==> config.mk <==
export PLATFORM = sky130hd
export DESIGN_NAME = cache_axi_arbiter
export DESIGN_NICKNAME = d
export VERILOG_FILES = /design/src/rtl/cache_axi_arbiter_pkg.sv /design/src/rtl/cache_axi_arbiter.sv
export SDC_FILE = /design/constraint.sdc
export NUM_CORES = 1
export LEC_CHECK = 0
export BUFFER_PORTS_ARGS = -buffer_cell sky130_fd_sc_hd__buf_2
export CAP_MARGIN = 20
export CORE_AREA = 2 2 180 182
export CTS_CLUSTER_SIZE = 25
export DETAILED_ROUTE_END_ITERATION = 10
export DIE_AREA = 0 0 182 184
export GPL_TIMING_DRIVEN = 0
export SYNTH_ARGS = -nofsm -noshare
export SYNTH_HDL_FRONTEND = slang
export SYNTH_SLANG_ARGS = --single-unit
==> constraint.sdc <==
create_clock -name clock -period 1.4 [get_ports clock]
set_input_delay 0.14 -clock clock [delete_from_list [all_inputs] [get_ports clock]]
set_output_delay 0.14 -clock clock [all_outputs]
set_load 0.02 [all_outputs]
==> src/rtl/cache_axi_arbiter_pkg.sv <==
// Shared constants for the cache-to-AXI3 arbiter:
// FSM encodings, AXI attribute values and the latched request bundle.
package cache_axi_arbiter_pkg;

  localparam int ID_W = 4;

  localparam logic [1:0] R_IDLE = 2'd0;
  localparam logic [1:0] R_ADDR = 2'd1;
  localparam logic [1:0] R_DATA = 2'd2;

  localparam logic [1:0] W_IDLE = 2'd0;
  localparam logic [1:0] W_ADDR = 2'd1;
  localparam logic [1:0] W_DATA = 2'd2;
  localparam logic [1:0] W_RESP = 2'd3;

  localparam logic [1:0] BURST_INCR  = 2'b01;
  localparam logic [1:0] LOCK_NORMAL = 2'b00;
  localparam logic [3:0] CACHE_NONE  = 4'b0000;
  localparam logic [2:0] PROT_NONE   = 3'b000;

  typedef struct packed {
    logic [31:0] addr;
    logic [7:0]  len;
    logic [2:0]  size;
  } axi_req_t;

endpackage

==> src/rtl/cache_axi_arbiter.sv <==
// Merges icache reads and dcache reads/writes onto one AXI3 master.
// Read and write FSMs run concurrently; dcache reads wait for writes.
module cache_axi_arbiter
  import cache_axi_arbiter_pkg::*;
#(
  parameter logic [ID_W-1:0] ID_INST = 4'd0,
  parameter logic [ID_W-1:0] ID_DATA = 4'd1
) (
  input  logic            clock,
  input  logic            reset,
  input  logic            io_inst_ar_valid,
  output logic            io_inst_ar_ready,
  input  logic [31:0]     io_inst_ar_addr,
  input  logic [7:0]      io_inst_ar_len,
  input  logic [2:0]      io_inst_ar_size,
  output logic            io_inst_r_valid,
  input  logic            io_inst_r_ready,
  output logic [31:0]     io_inst_r_data,
  output logic            io_inst_r_last,
  input  logic            io_data_ar_valid,
  output logic            io_data_ar_ready,
  input  logic [31:0]     io_data_ar_addr,
  input  logic [7:0]      io_data_ar_len,
  input  logic [2:0]      io_data_ar_size,
  output logic            io_data_r_valid,
  input  logic            io_data_r_ready,
  output logic [31:0]     io_data_r_data,
  output logic            io_data_r_last,
  input  logic            io_data_aw_valid,
  output logic            io_data_aw_ready,
  input  logic [31:0]     io_data_aw_addr,
  input  logic [7:0]      io_data_aw_len,
  input  logic [2:0]      io_data_aw_size,
  input  logic            io_data_w_valid,
  output logic            io_data_w_ready,
  input  logic [31:0]     io_data_w_data,
  input  logic [3:0]      io_data_w_strb,
  input  logic            io_data_w_last,
  output logic            io_data_b_valid,
  input  logic            io_data_b_ready,
  output logic            io_axi_ar_valid,
  input  logic            io_axi_ar_ready,
  output logic [ID_W-1:0] io_axi_ar_id,
  output logic [31:0]     io_axi_ar_addr,
  output logic [7:0]      io_axi_ar_len,
  output logic [2:0]      io_axi_ar_size,
  output logic [1:0]      io_axi_ar_burst,
  output logic [1:0]      io_axi_ar_lock,
  output logic [3:0]      io_axi_ar_cache,
  output logic [2:0]      io_axi_ar_prot,
  input  logic            io_axi_r_valid,
  output logic            io_axi_r_ready,
  input  logic [ID_W-1:0] io_axi_r_id,
  input  logic [31:0]     io_axi_r_data,
  input  logic [1:0]      io_axi_r_resp,
  input  logic            io_axi_r_last,
  output logic            io_axi_aw_valid,
  input  logic            io_axi_aw_ready,
  output logic [ID_W-1:0] io_axi_aw_id,
  output logic [31:0]     io_axi_aw_addr,
  output logic [7:0]      io_axi_aw_len,
  output logic [2:0]      io_axi_aw_size,
  output logic [1:0]      io_axi_aw_burst,
  output logic [1:0]      io_axi_aw_lock,
  output logic [3:0]      io_axi_aw_cache,
  output logic [2:0]      io_axi_aw_prot,
  output logic            io_axi_w_valid,
  input  logic            io_axi_w_ready,
  output logic [ID_W-1:0] io_axi_w_id,
  output logic [31:0]     io_axi_w_data,
  output logic [3:0]      io_axi_w_strb,
  output logic            io_axi_w_last,
  input  logic            io_axi_b_valid,
  output logic            io_axi_b_ready,
  input  logic [ID_W-1:0] io_axi_b_id,
  input  logic [1:0]      io_axi_b_resp
);

  logic [1:0] r_rstate;
  logic [1:0] r_wstate;
  logic       r_rr_data;
  logic       r_owner_data;
  axi_req_t   r_ar;
  axi_req_t   r_aw;

  logic w_data_elig;
  logic w_r_idle;
  logic w_grant_data;
  logic w_grant_inst;
  logic w_r_data;
  logic w_w_data;
  logic w_r_done;
  logic w_unused;

  // Responses and ids are not inspected; routing uses the latched owner.
  assign w_unused = ^{io_axi_r_id, io_axi_r_resp,
                      io_axi_b_id, io_axi_b_resp};

  assign w_data_elig  = io_data_ar_valid && (r_wstate == W_IDLE);
  assign w_r_idle     = !reset && (r_rstate == R_IDLE);
  assign w_grant_data = w_r_idle && w_data_elig &&
                        (!io_inst_ar_valid || r_rr_data);
  assign w_grant_inst = w_r_idle && io_inst_ar_valid && !w_grant_data;
  assign w_r_data     = !reset && (r_rstate == R_DATA);
  assign w_w_data     = !reset && (r_wstate == W_DATA);
  assign w_r_done     = io_axi_r_valid && io_axi_r_ready && io_axi_r_last;

  always_ff @(posedge clock) begin
    if (reset) begin
      r_rstate     <= R_IDLE;
      r_rr_data    <= 1'b1;
      r_owner_data <= 1'b0;
      r_ar         <= '0;
    end else begin
      case (r_rstate)
        R_IDLE: begin
          if (w_grant_data) begin
            r_rstate     <= R_ADDR;
            r_owner_data <= 1'b1;
            r_rr_data    <= 1'b0;
            r_ar         <= '{io_data_ar_addr, io_data_ar_len,
                              io_data_ar_size};
          end else if (w_grant_inst) begin
            r_rstate     <= R_ADDR;
            r_owner_data <= 1'b0;
            r_rr_data    <= 1'b1;
            r_ar         <= '{io_inst_ar_addr, io_inst_ar_len,
                              io_inst_ar_size};
          end
        end
        R_ADDR: if (io_axi_ar_ready) r_rstate <= R_DATA;
        R_DATA: if (w_r_done) r_rstate <= R_IDLE;
        default: r_rstate <= R_IDLE;
      endcase
    end
  end

  always_ff @(posedge clock) begin
    if (reset) begin
      r_wstate <= W_IDLE;
      r_aw     <= '0;
    end else begin
      case (r_wstate)
        W_IDLE: if (io_data_aw_valid) begin
          r_wstate <= W_ADDR;
          r_aw     <= '{io_data_aw_addr, io_data_aw_len,
                        io_data_aw_size};
        end
        W_ADDR: if (io_axi_aw_ready) r_wstate <= W_DATA;
        W_DATA: if (io_data_w_valid && io_axi_w_ready &&
                    io_data_w_last) r_wstate <= W_RESP;
        W_RESP: if (io_axi_b_valid && io_data_b_ready)
          r_wstate <= W_IDLE;
        default: r_wstate <= W_IDLE;
      endcase
    end
  end

  assign io_inst_ar_ready = w_grant_inst;
  assign io_data_ar_ready = w_grant_data;

  assign io_axi_ar_valid = !reset && (r_rstate == R_ADDR);
  assign io_axi_ar_id    = r_owner_data ? ID_DATA : ID_INST;
  assign io_axi_ar_addr  = r_ar.addr;
  assign io_axi_ar_len   = r_ar.len;
  assign io_axi_ar_size  = r_ar.size;
  assign io_axi_ar_burst = BURST_INCR;
  assign io_axi_ar_lock  = LOCK_NORMAL;
  assign io_axi_ar_cache = CACHE_NONE;
  assign io_axi_ar_prot  = PROT_NONE;

  assign io_axi_r_ready  = w_r_data &&
                           (r_owner_data ? io_data_r_ready
                                         : io_inst_r_ready);
  assign io_inst_r_valid = w_r_data && !r_owner_data && io_axi_r_valid;
  assign io_data_r_valid = w_r_data && r_owner_data && io_axi_r_valid;
  assign io_inst_r_data  = io_axi_r_data;
  assign io_inst_r_last  = io_axi_r_last;
  assign io_data_r_data  = io_axi_r_data;
  assign io_data_r_last  = io_axi_r_last;

  assign io_data_aw_ready = !reset && (r_wstate == W_IDLE);
  assign io_axi_aw_valid  = !reset && (r_wstate == W_ADDR);
  assign io_axi_aw_id     = ID_DATA;
  assign io_axi_aw_addr   = r_aw.addr;
  assign io_axi_aw_len    = r_aw.len;
  assign io_axi_aw_size   = r_aw.size;
  assign io_axi_aw_burst  = BURST_INCR;
  assign io_axi_aw_lock   = LOCK_NORMAL;
  assign io_axi_aw_cache  = CACHE_NONE;
  assign io_axi_aw_prot   = PROT_NONE;

  assign io_axi_w_valid  = w_w_data && io_data_w_valid;
  assign io_data_w_ready = w_w_data && io_axi_w_ready;
  assign io_axi_w_id     = ID_DATA;
  assign io_axi_w_data   = io_data_w_data;
  assign io_axi_w_strb   = io_data_w_strb;
  assign io_axi_w_last   = io_data_w_last;

  assign io_axi_b_ready  = !reset && (r_wstate == W_RESP) &&
                           io_data_b_ready;
  assign io_data_b_valid = !reset && (r_wstate == W_RESP) &&
                           io_axi_b_valid;

endmodule

==> flow_metrics.tcl, run 1 <==
set metrics [dict create \
    status "finished, violations left" \
    clock-sinks 92 \
    slowest_stage "dfxtp_2" \
    clk_latency_ns 0.35 \
    die_area_sq_mm 0.0335 \
    final_util_pct 29.3 \
    synthToLayoutAreaGrowth_pct 77.0 \
    ir_drop_mv 0.632 \
    antenna_left 0 \
    fin_crit_ns 1.67 \
    fill_cells 3389 \
    timing.fmax_mhz 600 \
    hold_viol_final 0 \
    netlist_area_sq_mm 0.00519 \
    period_share_pct 119 \
    routed_wl_mm 22.8 \
    met3_usage_pct 3.19 \
    diodes 0 \
    firstDrtPassIters 4 \
    met2_usage_pct 23.2 \
    ys_ff_latch 92 \
    grt_max_degree 15 \
    clk_pin_slew_ns 0.07 \
    skew_ns 0.00783 \
    drt_iter0_markers 182 \
    use_met1_pct 13.5 \
    num_rows 65 \
    slew_headroom_pct 55.5 \
    nets 1292 \
    worstMarginPinSlew_ns 0.667 \
    dieWidth_um 182 \
    avgRoutedWirePerCell_um 15.5 \
    cts_htree_levels 3 \
    setup_viol_count_final 96 \
    rsz0062_at_grt "true" \
    cellPowerDensity_mw_per_mm2 1490 \
    synth-seq-area-share_pct 35.5 \
    crit_chain "inv_2 > ha_4 > nand2_8 > buf_8 > nor3b_4 > buf_6" \
    synthTopCellsByArea "dfxtp_1, buf_4, a21oi_1" \
    cts_buffers 9 \
    place_hpwl_mm 17.4 \
    end_kind "output pin" \
    critPathKind "reg2out" \
    grt_pass1_wl_mm 31.2 \
    power_mw 13.7 \
    vias 5985 \
    clockBufferDepth 2 \
    synth-edff-count 0 \
    synth_largest_area_cell "dfxtp_1" \
    remaining_drc_errors 0 \
    min_path_type "in2reg" \
    gr-total-overflow 0 \
    cp_max_fo 5 \
    yosysUniqueCellTypes 30 \
    worst_slack_ns -0.268 \
    total_leakage_power_nw 4.40 \
    async_flop_share_pct 0 \
    place_congestion 0.795 \
    syn_avg_cell_area_sq_um 8.13 \
    netlist_instances 638 \
    grt_busiest_layer "met2" \
    cts-root-buf "clkbuf_16" \
    slew_viol_final 0 \
    grt_pass1_vias 5517 \
    crit_required_ns 1.26 \
    post-place-ws_ns -0.550 \
    coreArea_sq_mm 0.0314 \
    antenna_found_initial 0 \
    max_cap_violations 0 \
    yosys_warnings 0 \
    viasPerCell 4.07 \
    floorplan.initialDensity_pct 16.5 \
    violations "negative setup slack" \
    ios 460 \
    drive_above_1_share_pct 61.6 \
    setup_tns_ns -14.10 \
    synth_ff_type "dfxtp_1" \
    critPathLaunchType "flip-flop" \
    track_usage_pct 12.3 \
    arrival_ns 1.53 \
    cp_slowest_stage_delay_ns 0.33 \
    cts_tree "yes" \
    die_h_um 184 \
    portBuffers 346 \
    synth_top_cell_area_share_pct 35.5 \
]
[worst max-delay path: cells and delay by family (launching register included)]
family | cells | cell delay [ns]
fa+ha+maj | 1 | 0.20
simple gates | 2 | 0.28
flops | 1 | 0.33
buf+inv | 3 | 0.36
[registers in the layout, summed over array words and instances, names as in the netlist]
signal          cells
io_axi_ar_addr     32
io_axi_aw_addr     32
io_axi_ar_len       8
io_axi_aw_len       8
io_axi_ar_size      3
io_axi_aw_size      3
r_rstate            2
r_wstate            2
r_owner_data        1
r_rr_data           1
[worst paths after layout]
path	startpoint	to	slack, ns	cells past startpoint
worst max-delay path	r_wstate[1]	io_data_ar_ready	-0.27	6
worst max register to register	r_wstate[1]	io_axi_ar_len[1]	-0.23	7
worst min-delay path	io_data_aw_len[1]	io_axi_aw_len[1]	0.03	3
worst min register to register	io_axi_aw_addr[26]	io_axi_aw_addr[26]	0.45	2
[area by class of cell]
class / instances / area (sq um) / area share (%)
plain buffers: 187 / 1480 / 16.1
clock buffers: 12 / 236 / 2.58
clock inverters: 4 / 73.8 / 0.804
inverters: 5 / 18.8 / 0.204
multi-input cells: 386 / 2730 / 29.7
flip-flops and latches: 92 / 1850 / 20.2
well taps: 402 / 503 / 5.48
repair buffers: 381 / 2290 / 24.9
[cell families after synthesis]
| logic type | count (synthesis) | synth area share [%] |
|---|---|---|
| other | 2 | 0.145 |
| buffers and inverters | 194 | 24.5 |
| flip-flops | 92 | 35.5 |
| multiplexers | 3 | 0.579 |
| AND/OR/NAND/NOR | 160 | 14.8 |
| AO/OA/AOI/OAI | 182 | 23.3 |
| adder cells (fa/ha/maj) | 5 | 1.21 |
[power by group]
part           leakage (nW)  internal [mW]  switching [mW]  total [mW]
sequential            0.759           3.15           0.348        3.50
clock                 0.151           1.57            1.10        2.67
combinational          3.49           3.60            3.90        7.50
total                  4.40           8.32            5.35        13.7
[through the flow]
| step | cells | hold slack, ns | instance area (sq um) |
|---|---|---|---|
| final | 1469 | 0.0268 | 9180 |
| after global routing | 1469 | 0.0133 | 9180 |
| after CTS | 1456 | 0.00502 | 8630 |
| after detailed placement | 1417 | 0.365 | 7600 |
| after global placement | 1417 | 0.356 | 7600 |
| after floorplan | 669 | 0.251 | 5370 |
[placed cells by master (no fill, tap or decap), types with 4 or more instances in the layout]
cell type	Yosys	routed
buf_2	23	341
buf_4	137	159
nand2_1	95	90
dfxtp_1	92	86
a21oi_1	87	63
nand2b_1	43	43
a211oi_1	43	33
conb_1	2	33
a21oi_2	0	23
o32ai_1	43	22
o32ai_2	0	19
clkbuf_16	0	19
buf_8	0	17
clkbuf_1	28	15
buf_6	0	14
a211oi_2	0	10
clkbuf_2	1	7
nor2b_1	6	4
clkbuf_4	0	4
ha_4	0	4
dfxtp_2	0	4
[routing by layer]
layer | share of wire (%) | up-vias
li1 | - | 2898
met1 | 39 | 2758
met2 | 52 | 308
met3 | 7.3 | 21
met4 | 1.9 | 0
met5 | 0 | -
[what timing repair did]
item,4_1_cts,5_1_grt
pin swaps,9,11
hold buffers,1,0
setup buffers,20,3
endpoints found under the hold margin,1,0
setup endpoints to repair,103,98
gates resized for setup,119,76
gates cloned,3,11
[Yosys cell counts, types with 3 or more instances]
library cell / n
ha_1: 5
dfxtp_1: 92
o32ai_1: 43
nand2_1: 95
nand2b_1: 43
buf_4: 137
and3_1: 5
a211oi_1: 43
buf_2: 23
inv_1: 5
nor2_1: 4
mux2i_1: 3
o21ai_0: 3
nor2b_1: 6
a21oi_1: 87
clkbuf_1: 28
(Power assumes the default switching activity.)
==> run 2: changes to the inputs <==
Settings changed: ABC_AREA set to 1, CORE_AREA 2 2 180 182 to 2 2 178 180, DIE_AREA 0 0 182 184 to 0 0 180 182.
==> flow_metrics.tcl, run 2 <==
set metrics [dict create \
    synth_xor_area_share_pct 0 \
    netlist_area_sq_mm 0.00571 \
    cts_tree "yes" \
    skew_ns 0.0181 \
    multi_input_area_sq_mm 0.00282 \
    grt_pass1_wl_mm 31.8 \
    ir_drop_mv 0.750 \
    timing.fmax_mhz 601 \
    slew_viol_final 0 \
    met2_usage_pct 23.8 \
    grt_max_degree 16 \
    cts_htree_levels 3 \
    yosys_warnings 0 \
    clk_latency_ns 0.36 \
    vias 6024 \
    final_util_pct 29.9 \
    rr_startpoint "r_wstate[0]" \
    cts_buffers 9 \
    dieWidth_um 180 \
    nets 1380 \
    crit_required_ns 1.26 \
    min_path_type "in2reg" \
    use_met1_pct 13.8 \
    routed_wl_mm 22.3 \
    layout.cells.non_filler 1558 \
    netlist_instances 733 \
    crit_path_frequent_cell "buf_6" \
    dp_cells 1511 \
    power_mw 12.9 \
    end_kind "output pin" \
    cp_slowest_stage_delay_ns 0.36 \
    gr-total-overflow 0 \
    viasPerCell 3.87 \
    firstDrtPassIters 4 \
    critPathKind "reg2out" \
    floorplan.initialDensity_pct 18.4 \
    met3_usage_pct 3.69 \
    synth-edff-count 0 \
    slew_headroom_pct 64.4 \
    drt_iter0_markers 109 \
    synth_common_cells "buf_4, nor2_1, dfxtp_1" \
    crit_chain "inv_4 > ha_4 > nand2_4 > a21oi_4 > buf_6 > nor2_2 > buf_6" \
    layout_commonest_cell "buf_2" \
    synthToLayoutAreaGrowth_pct 62.5 \
    clock-sinks 92 \
    synth_largest_area_cell "dfxtp_1" \
    period_share_pct 119 \
    rsz0062_at_grt "true" \
    synth_ff_type "dfxtp_1" \
    violations "negative setup slack" \
    layout_common_cells "buf_2, buf_4, dfxtp_1" \
    setup_tns_ns -10.78 \
    worstMarginPinSlew_ns 0.534 \
    syn_avg_cell_area_sq_um 7.79 \
    avgRoutedWirePerCell_um 14.3 \
    antenna_found_initial 3 \
    synth_compound_area_share_pct 4.80 \
    yosysUniqueCellTypes 32 \
    synth_top_family_by_area "simple AND/OR/NAND/NOR gates" \
    status "finished, violations left" \
    yosysMostFrequentCell "buf_4" \
    coreArea_sq_mm 0.0310 \
    startpoint "r_wstate[0]" \
    slowest_stage "dfxtp_4" \
    num_rows 65 \
    crit_family "flip-flops" \
    cts-root-buf "clkbuf_16" \
    track_usage_pct 12.6 \
    min_to "io_axi_aw_len[7]" \
    hold_start "io_data_aw_len[7]" \
    portBuffers 345 \
    worst_slack_ns -0.265 \
    fill_cells 3326 \
    clk_pin_slew_ns 0.08 \
    hold_viol_final 0 \
    place_hpwl_mm 17.2 \
    regToRegSetupSlack_ns -0.23 \
    grt_busiest_layer "met2" \
    critPathLaunchType "flip-flop" \
    regToRegEndpoint "io_axi_ar_addr[30]" \
    setup_viol_count_final 89 \
    clockBufferDepth 2 \
    synth_top_cell_area_share_pct 32.3 \
    synthSimpleGateAreaFrac_pct 34.0 \
    ys_ff_latch 92 \
    max_cap_violations 0 \
    synth_fa_ha_area_share_pct 1.10 \
    synth.area.mux_share_pct 0 \
    ios 460 \
    antenna_left 0 \
    synth-seq-area-share_pct 32.3 \
    crit_buf_inv 3 \
    cp_max_fo 3 \
    total_leakage_power_nw 5.09 \
    min_delay_path_depth 3 \
    final-seq-area_sq_mm 0.00186 \
    die_h_um 182 \
    worst-r2r-cell-count 10 \
    cellPowerDensity_mw_per_mm2 1390 \
    place_congestion 0.755 \
    drive_above_1_share_pct 65.3 \
    arrival_ns 1.52 \
    remaining_drc_errors 0 \
    die_area_sq_mm 0.0328 \
    grt_pass1_vias 5719 \
    async_flop_share_pct 0 \
    holdWs_ns 0.0230 \
    synthTopCellsByArea "dfxtp_1, buf_4, nand3_2" \
    fin_crit_ns 1.66 \
]
==> run 2: cell count changes after synthesis, sizes merged, moves of 55 or more <==
| cell | change |
|---|---|
| nand3 | +143 |
| a21oi | -85 |
| nor2 | +96 |
| inv | +55 |
==> run 2: power breakdown <==
part | internal (mW) | switching, mW | total, mW
sequential | 3.25 | 0.481 | 3.73
clock | 1.26 | 1.20 | 2.46
combinational | 2.87 | 3.86 | 6.73
==> run 2: worst max-delay path by stage <==
stage | endpoint | slack [ns] | cells after the start
final | io_inst_ar_ready | -0.26 | 7
after global routing | io_inst_ar_ready | -0.36 | 7
after CTS | io_inst_ar_ready | -0.29 | 7
after detailed placement | io_axi_aw_addr[17] | -0.45 | 7
after global placement | io_axi_aw_addr[17] | -0.40 | 6
after floorplan | io_axi_ar_addr[16] | 0.02 | 10
==> run 2: metrics by stage <==
stage / worst slack (ns) / instance area (sq um)
2_1_floorplan: 0.0177 / 5840
3_3_place_gp: -0.405 / 8070
3_5_place_dp: -0.452 / 8070
4_1_cts: -0.294 / 8680
5_1_grt: -0.363 / 9270
6_report: -0.265 / 9280
==> run 2: repair_timing <==
item / CTS / global route
endpoints found under the setup margin: 99 / 100
endpoints found under the hold margin: 1 / 0
resized for setup: 62 / 158
buffers inserted: 18 / 8
hold buffers: 1 / 0
pin swaps: 14 / 17
cloned: 0 / 7
==> run 2: per-layer routing <==
| metal | part of all wire [%] | wire, um |
|---|---|---|
| met3 | 7.7 | 1720 |
| met5 | 0.094 | 21 |
| met2 | 52 | 11600 |
| met1 | 38 | 8560 |
| met4 | 1.8 | 410 |
==> run 2: area by class of cell <==
type / count / share of cell area (%)
clock buffers: 11 / 2.62
flip-flops and latches: 92 / 20.0
multi-input cells: 435 / 30.4
clock inverters: 5 / 0.391
repair inverters: 1 / 0.121
plain buffers: 177 / 15.6
inverters: 61 / 2.79
repair buffers: 373 / 22.6
diodes: 1 / 0.0270
well taps: 402 / 5.42
==> run 2: cell families (layout without fill, tap and decap cells) <==
kind of cell / count (synthesis) / in the layout
buffers and inverters: 238 / 628
DFF: 92 / 92
and+or+nand+nor: 345 / 346
other: 2 / 34
adders and majority gates: 5 / 5
AOI/OAI and AO/OA: 51 / 51
==> run 2: worst reg2reg max path: cells and delay by family, from the launching register on <==
family | cells | cell delay (ns)
fa+ha+maj | 1 | 0.17
compound gates | 1 | 0.21
simple gates | 5 | 0.46
flops | 1 | 0.36
buf+inv | 3 | 0.32
